==> config.mk <==
export PLATFORM = sky130hd
export DESIGN_NAME = restoring_divider_flat
export DESIGN_NICKNAME = d
export VERILOG_FILES = /design/src/rtl/restoring_divider_if.sv /design/src/rtl/restoring_divider.sv /design/src/flat_wrapper.sv
export SDC_FILE = /design/constraint.sdc
export NUM_CORES = 1
export LEC_CHECK = 0
export CORE_MARGIN = 2
export CORE_UTILIZATION = 33
export DETAILED_ROUTE_END_ITERATION = 16
export SYNTH_ARGS = -nofsm -noshare
export SYNTH_HDL_FRONTEND = slang
export SYNTH_SLANG_ARGS = --single-unit
==> constraint.sdc <==
create_clock -name clk -period 3.1 [get_ports clk]
set_clock_uncertainty 0.15 [all_clocks]
set_input_delay 0.775 -clock clk [delete_from_list [all_inputs] [get_ports clk]]
set_output_delay 0.775 -clock clk [all_outputs]
set_load 0.005 [all_outputs]
==> src/rtl/restoring_divider_if.sv <==
// Operand/result bundle for the restoring divider.
// Handshake: start is a request sampled on the rising edge while the divider is idle or
// finished, and A/B are taken on that edge. done is a one-cycle pulse, and Q/R/DIV0 are
// valid from that cycle until the next result.
interface restoring_divider_if #(
  parameter int WIDTH = 4
);
  logic             start;
  logic [WIDTH-1:0] A;
  logic [WIDTH-1:0] B;
  logic             busy;
  logic             done;
  logic [WIDTH-1:0] Q;
  logic [WIDTH-1:0] R;
  logic             DIV0;
  logic [1:0]       dbg_state;

  modport master (
    output start, A, B,
    input  busy, done, Q, R, DIV0, dbg_state
  );

  modport slave (
    input  start, A, B,
    output busy, done, Q, R, DIV0, dbg_state
  );
endinterface

==> src/rtl/restoring_divider.sv <==
// Sequential unsigned restoring divider: one shift/trial-subtract/restore step per clock,
// WIDTH steps per operation, with results held in registers until the next completion.
module restoring_divider #(
  parameter int WIDTH = 4
) (
  input  logic                clk,
  input  logic                rst_n,
  restoring_divider_if.slave  bus
);

  localparam int CW = (WIDTH > 2) ? $clog2(WIDTH) : 1;

  typedef enum logic [1:0] {
    S_IDLE = 2'd0,
    S_RUN  = 2'd1,
    S_DONE = 2'd2
  } state_t;

  state_t           state_q, state_d;
  logic [CW-1:0]    cnt_q, cnt_d;
  logic [WIDTH-1:0] dvd_q, dvd_d;
  logic [WIDTH-1:0] dvs_q, dvs_d;
  logic [WIDTH:0]   rem_q, rem_d;
  logic [WIDTH-1:0] q_q, q_d;
  logic [WIDTH-1:0] r_q, r_d;
  logic             div0_q, div0_d;

  logic [WIDTH:0]   rem_sh;
  logic [WIDTH+1:0] trial;
  logic             borrow;
  logic [WIDTH:0]   rem_nx;
  logic             qbit;

  // Trial subtraction with an explicit borrow bit; rem stays below the divisor, so the
  // bit shifted out of rem's MSB is always zero.
  always_comb begin
    rem_sh = {rem_q[WIDTH-1:0], dvd_q[WIDTH-1]};
    trial  = {1'b0, rem_sh} - {2'b00, dvs_q};
    borrow = trial[WIDTH+1];
    rem_nx = borrow ? rem_sh : trial[WIDTH:0];
    qbit   = ~borrow;
  end

  always_comb begin
    state_d = state_q;
    cnt_d   = cnt_q;
    dvd_d   = dvd_q;
    dvs_d   = dvs_q;
    rem_d   = rem_q;
    q_d     = q_q;
    r_d     = r_q;
    div0_d  = div0_q;
    case (state_q)
      S_IDLE, S_DONE: begin
        if (bus.start) begin
          dvd_d = bus.A;
          dvs_d = bus.B;
          rem_d = '0;
          cnt_d = '0;
          if (bus.B == '0) begin
            q_d     = '1;
            r_d     = bus.A;
            div0_d  = 1'b1;
            state_d = S_DONE;
          end else begin
            state_d = S_RUN;
          end
        end else if (state_q == S_DONE) begin
          state_d = S_IDLE;
        end
      end
      S_RUN: begin
        rem_d = rem_nx;
        dvd_d = {dvd_q[WIDTH-2:0], qbit};
        cnt_d = cnt_q + CW'(1);
        if (cnt_q == CW'(WIDTH - 1)) begin
          q_d     = {dvd_q[WIDTH-2:0], qbit};
          r_d     = rem_nx[WIDTH-1:0];
          div0_d  = 1'b0;
          cnt_d   = '0;
          state_d = S_DONE;
        end
      end
      default: state_d = S_IDLE;
    endcase
  end

  always_ff @(posedge clk or negedge rst_n) begin
    if (!rst_n) begin
      state_q <= S_IDLE;
      cnt_q   <= '0;
      dvd_q   <= '0;
      dvs_q   <= '0;
      rem_q   <= '0;
      q_q     <= '0;
      r_q     <= '0;
      div0_q  <= 1'b0;
    end else begin
      state_q <= state_d;
      cnt_q   <= cnt_d;
      dvd_q   <= dvd_d;
      dvs_q   <= dvs_d;
      rem_q   <= rem_d;
      q_q     <= q_d;
      r_q     <= r_d;
      div0_q  <= div0_d;
    end
  end

  assign bus.busy      = (state_q == S_RUN);
  assign bus.done      = (state_q == S_DONE);
  assign bus.Q         = q_q;
  assign bus.R         = r_q;
  assign bus.DIV0      = div0_q;
  assign bus.dbg_state = state_q;

endmodule
==> src/flat_wrapper.sv <==
// flat-port wrapper written by rule: the top's interface ports become plain ports
module restoring_divider_flat 
#(
  parameter int WIDTH = 4
)
  (clk, rst_n, bus_start, bus_A, bus_B, bus_busy, bus_done, bus_Q, bus_R, bus_DIV0, bus_dbg_state);
  restoring_divider_if #(.WIDTH(WIDTH)) bus_i ();
  input  logic clk;
  input  logic rst_n;
  input wire logic [$bits(bus_i.start)-1:0] bus_start;
  input wire logic [$bits(bus_i.A)-1:0] bus_A;
  input wire logic [$bits(bus_i.B)-1:0] bus_B;
  output wire logic [$bits(bus_i.busy)-1:0] bus_busy;
  output wire logic [$bits(bus_i.done)-1:0] bus_done;
  output wire logic [$bits(bus_i.Q)-1:0] bus_Q;
  output wire logic [$bits(bus_i.R)-1:0] bus_R;
  output wire logic [$bits(bus_i.DIV0)-1:0] bus_DIV0;
  output wire logic [$bits(bus_i.dbg_state)-1:0] bus_dbg_state;
  assign bus_i.start = bus_start;
  assign bus_i.A = bus_A;
  assign bus_i.B = bus_B;
  assign bus_busy = bus_i.busy;
  assign bus_done = bus_i.done;
  assign bus_Q = bus_i.Q;
  assign bus_R = bus_i.R;
  assign bus_DIV0 = bus_i.DIV0;
  assign bus_dbg_state = bus_i.dbg_state;
  restoring_divider #(.WIDTH(WIDTH)) u_core (.clk(clk), .rst_n(rst_n), .bus(bus_i));
endmodule
---- Word-level counts from Yosys, hierarchy flattened ----
Cells that the tools add are included.
word-level totals
  bits of input ports ..................... 11
  register bits ........................... 25
  logic and storage cells ................. 51
cells by class
  reduce and logical (&&, ||, !) cells .... 8
  bitwise gates (word level) .............. 1
  multiplexer cells ....................... 25
  equal/unequal tests ..................... 7
  add/sub/neg operators ................... 2
operator list
  operator               number
  $mux W4                9
  $pmux W4 S2            4
  $mux W2                6
  $pmux W2 S2            2
  $reduce_and A2 Y1      3
  $sub A5 B4 Y6          1
  $eq A2 B2 Y1 const B   2
  $logic_not A4 Y1       1
  $ne A2 B1 Y1 const B   2
  $reduce_and A4 Y1      1
  $mux W1                3
  $ne A3 B3 Y1 const B   1
  $add A2 B1 Y2 const B  1
  $eq A2 B1 Y1 const B   1
  $logic_not A2 Y1       1
  $ne A2 B2 Y1 const B   1
  $pmux W1 S2            1
  $reduce_bool A2 Y1     1
  $reduce_or A2 Y1       1
  $not A1 Y1             1

---- Logic depth before layout (Yosys ltp) ----
  depth in word-level cells ............... 4
  gate-level depth with buffers ........... 8

---- Worst setup path after synthesis ----
Ideal clock, no wire load.
  path type ............................... in2reg
  start point ............................. input bus_B[3]
  end point ............................... register u_core.r_q[1] (netlist: u_core.bus.R[1])
  buffers on the path ..................... 1
  arrival time ............................ 1.819 ns
  path slack .............................. 1.050 ns
  stages .................................. 5
  data required time ...................... 2.869 ns
  setup time .............................. 0.081 ns
  cells stage by stage .................... or4_4 -> o21ai_4 -> buf_6 -> nor2_2 -> a31oi_2
between the ends
  cells in the longest elaborated chain, start to end .. 3
ends and longest elaborated chain
  item                         line                      text
  from (decl)                  flat_wrapper.sv:12        input wire logic [$bits(bus_i.B)-1:0] bus_B;
  $logic_not A4 Y1             restoring_divider.sv:60   if (bus.B == '0) begin
  $ne A2 B1 Y1 (no line)       --
  $reduce_and A4 Y1 (no line)  --
  to (signal assigned)         restoring_divider.sv:105  r_q <= r_d;
  to (decl)                    restoring_divider.sv:25   logic [WIDTH-1:0] r_q, r_d;
Every way passes these cells.
A chain may end at the register's enable or synchronous reset.

---- Worst setup path after layout ----
  start point ............................. register u_core.state_q[1] (netlist: u_core.bus.dbg_state[1])
  end point ............................... output bus_busy
between the ends
  cells in the longest elaborated chain, start to end .. 1
ends and longest elaborated chain
  item                    line                      text
  from (decl)             restoring_divider.sv:19   state_t state_q, state_d;
  from (signal assigned)  restoring_divider.sv:99   state_q <= state_d;
  $eq A2 B1 Y1            restoring_divider.sv:110  assign bus.busy = (state_q == S_RUN);
  to (decl)               flat_wrapper.sv:13        output wire logic [$bits(bus_i.busy)-1:0] bus_busy;
Every way passes these cells.

==> metrics.md <==
| Metric | Value |
|---|---|
| Status | finished, final reports clean |
| Gr ovfl total | 0 |
| First-pass GRT wire length | around 4800 um |
| Synth top area cells | dfrtp_1 (51%), nand2_1 (8.3%), ha_1 (5.1%) |
| Die Y | 64.9 um |
| Final Cycle Share | 86.4% |
| # Post-CTS Setup Buffers | 0 |
| Final min period | 2.68 ns |
| IO Pins | 24 |
| Leakage | 0.671 nW |
| P&R area growth vs syn | 27.3% |
| Placer Congestion | 0.766 |
| Initial Utilization | 33.9% |
| Num CTS Buffers | 3 |
| Final core utilization | 43.2% |
| Post-synthesis adder-cell area fraction | 6.76% |
| Share of cells above drive strength 1 | a little over a tenth |
| Post-DP HPWL | 2080 um |
| Pwr Density | 1110 nW/um^2 |
| Total GRT Usage | 14.9% |
| Placed cell count | ~190 |
| Top_reg_cell synth | dfrtp_1 |
| Mapped Cells | 123 |
| Longest Clk Path Bufs | 2 |
| H-tree depth | 1 |
| Drt drc | 0 |
| Worst hold path class | reg -> reg |
| Die area | about 4200 um^2 |
| Largest family of logic cells by synthesized area | compound AO/OA/AOI/OAI gates |
| Fraction of power consumed by the clock network | 11.1% |
| Synth unique cells | 30 |
| Die span in x | 64.9 um |
| FFs w/ async S/R, synth | 100% |
| Max-Cap Viols | 0 |
| Worst Setup End Kind | output port |
| Power Internal | 0.00104 W |
| Unrepaired setup endpoints after global routing | no |
| Synth Cell Area | 1220 um^2 |
| Endpoints failing setup | 0 |
| Critical hold path startpoint | u_core.bus.Q[2] |
| Required time of the critical path | roughly 2.2 ns |
| # diodes | 0 |
| Wirelength per Cell | 14.1 um |
| Post-Synth Simple-Gate Area | between 10% and 20% |
| PortBufs | 23 |
| First-pass DRT Iterations | 4 |
| Synth warn | 0 |
| Number of flops mapped to enable cells by yosys | 0 |
| Startpoint type of the worst setup path | flop |
| Slew HR | 71.6% |
| Worst-margin pin slew | 0.424 ns |
| NetSw | 0.000685 W |
| Sw Share | 39.8% |
| Commonest non-fill, non-tap cell in the layout | nand2_1 |
| Largest net degree at the start of global routing | 26 |
| Slew Limit Fails | 0 |
| Worst r2r src | u_core.rem_q[0] |
| Clk slew on worst S/H paths | approximately 0.080 ns |
| CTS tree | built |
| Final Net Count | 167 |
| Sink Count | 25 |
| Vias in the first global route | 1004 |
| Post-synth top area cell | dfrtp_1 |
| Final wirelength | approximately 2800 um |
| Mux cell area share after synthesis | 0% |
| Core Footprint | about 3600 um^2 |
| Vias | 981 |
| Compound-gate portion of the synthesized area | 19.5% |
| Highest-count cells in the layout ignoring fill and taps | nand2_1 (27), dfrtp_1 (25), clkdlybuf4s50_1 (23), nor2_1 (9) |
| Fmax | between 0.3 and 0.4 GHz |
| Setup crit start | u_core.bus.dbg_state[1] |
| Multi-input logic area | 551 um^2 |
| Share of the synthesized area in the top cell type | around half |
| Avg Inst Size Synth | ~10 um^2 |
| Sequential share of power | 34.0% |
| DRT iter0 DRCs | 65 |
| Register Area | ~630 um^2 |
| Synth Register Bits | 25 |
| Row count | 22 |
| Sequential fraction of the synthesis area | between 50 and 60% |
| Mapped Nets | 140 |
| Synth Area in XOR/XNOR | 0.716% |
| Initial antenna violation count | 0 |
| CTS resizes | 0 |
| Worst Path Arrival | between 1.5 and 2 ns |
| Clock root buffer | clkbuf_8 |
| Hold_buf cts | 0 |
| Fin Setup TNS | 0 ns |
| Clk_lat worst skew | 0.26 ns |
| Peak VDD IR | 302 uV |
| Fin cells | 197 |
| Via density per instance | 4.98 |
| WS Path Type | reg -> out |
| Fraction of power consumed by combinational cells | 54.9% |
| Fin. Hold Viols | 0 |
| CP Max Fanout | 17 |
| Antenna Nets Post-Route | 0 |
| Number of fill cells in the layout | 343 |
==> metal layers <==
layer  track usage (%)  vias to the layer above  wire, um
met2              22.8                       29      1310
met4              8.24                        0        68
met3              2.08                        6       121
met5                 0                        -         0
li1                  -                      476         -
met1              20.4                      470      1290
==> final timing paths <==
check,depth (start not counted),slack (ns),to
setup / recovery,4,0.42,bus_busy
hold / removal,1,0.35,u_core.bus.Q[2]
min in group asynchronous,2,0.72,u_core.dvs_q[2]
setup reg to reg,6,1.00,u_core.bus.R[2]
max in group asynchronous,2,1.85,u_core.rem_q[3]
hold reg to reg,1,0.35,u_core.bus.Q[2]
==> cells in the mapped netlist (2+ instances only) <==
cell type / number
ha_1: 5
nand2_1: 27
inv_1: 6
o31ai_1: 2
nor2_1: 9
o21a_1: 3
o21ai_0: 6
nand2b_1: 2
dfrtp_1: 25
o22a_2: 5
clkbuf_1: 2
a21o_1: 3
nor3_1: 3
a31oi_1: 4
a21oi_1: 4
nor2b_1: 3
==> critical path: stages (launching register included) <==
cell             delay [ns]
dfrtp_1                0.39
nand2b_1               0.15
buf_4                  0.19
inv_1                  0.21
clkdlybuf4s50_1        0.54
==> power groups by stage <==
stage	logic, W	clock network [W]	registers, W
finish	0.000945	0.000191	0.000586
global route	0.00105	0.000217	0.000606
CTS	0.000943	0.000196	0.000587
detailed placement	0.000941	0	0.000592
floorplan	0.000626	0	0.000571
global placement	0.000916	0	0.000587
==> area by class of cell <==
cell class | count | share of cell area (%)
flip-flops and latches | 25 | 40.2
multi-input cells | 88 | 35.4
repair buffers | 26 | 16.2
well taps | 48 | 3.86
clock buffers | 4 | 2.89
inverters | 6 | 1.45
==> metrics by stage <==
stage | hold slack (ns) | total power (W) | area, um^2 | worst slack [ns]
5_1_grt | 0.366 | 0.00187 | 1560 | 0.358
3_3_place_gp | 0.327 | 0.00150 | 1510 | 0.438
3_5_place_dp | 0.331 | 0.00153 | 1510 | 0.377
4_1_cts | 0.349 | 0.00173 | 1560 | 0.415
6_report | 0.348 | 0.00172 | 1560 | 0.422
2_1_floorplan | 0.302 | 0.00120 | 1220 | 1.05
==> state kept, by name, summed over array words and instances (netlist names) <==
signal / cells
u_core.bus.DIV0: 1
u_core.dvs_q: 4
u_core.cnt_q: 2
u_core.dvd_q: 4
u_core.rem_q: 4
u_core.bus.R: 4
u_core.bus.Q: 4
u_core.bus.dbg_state: 2
==> kinds of logic after synthesis <==
family / Yosys count
adders and majority gates: 6
and+or+nand+nor: 49
DFF: 25
buffers and inverters: 10
xor gates and xnor gates: 1
AOI/OAI and AO/OA: 32
(Power assumes the default switching activity.)
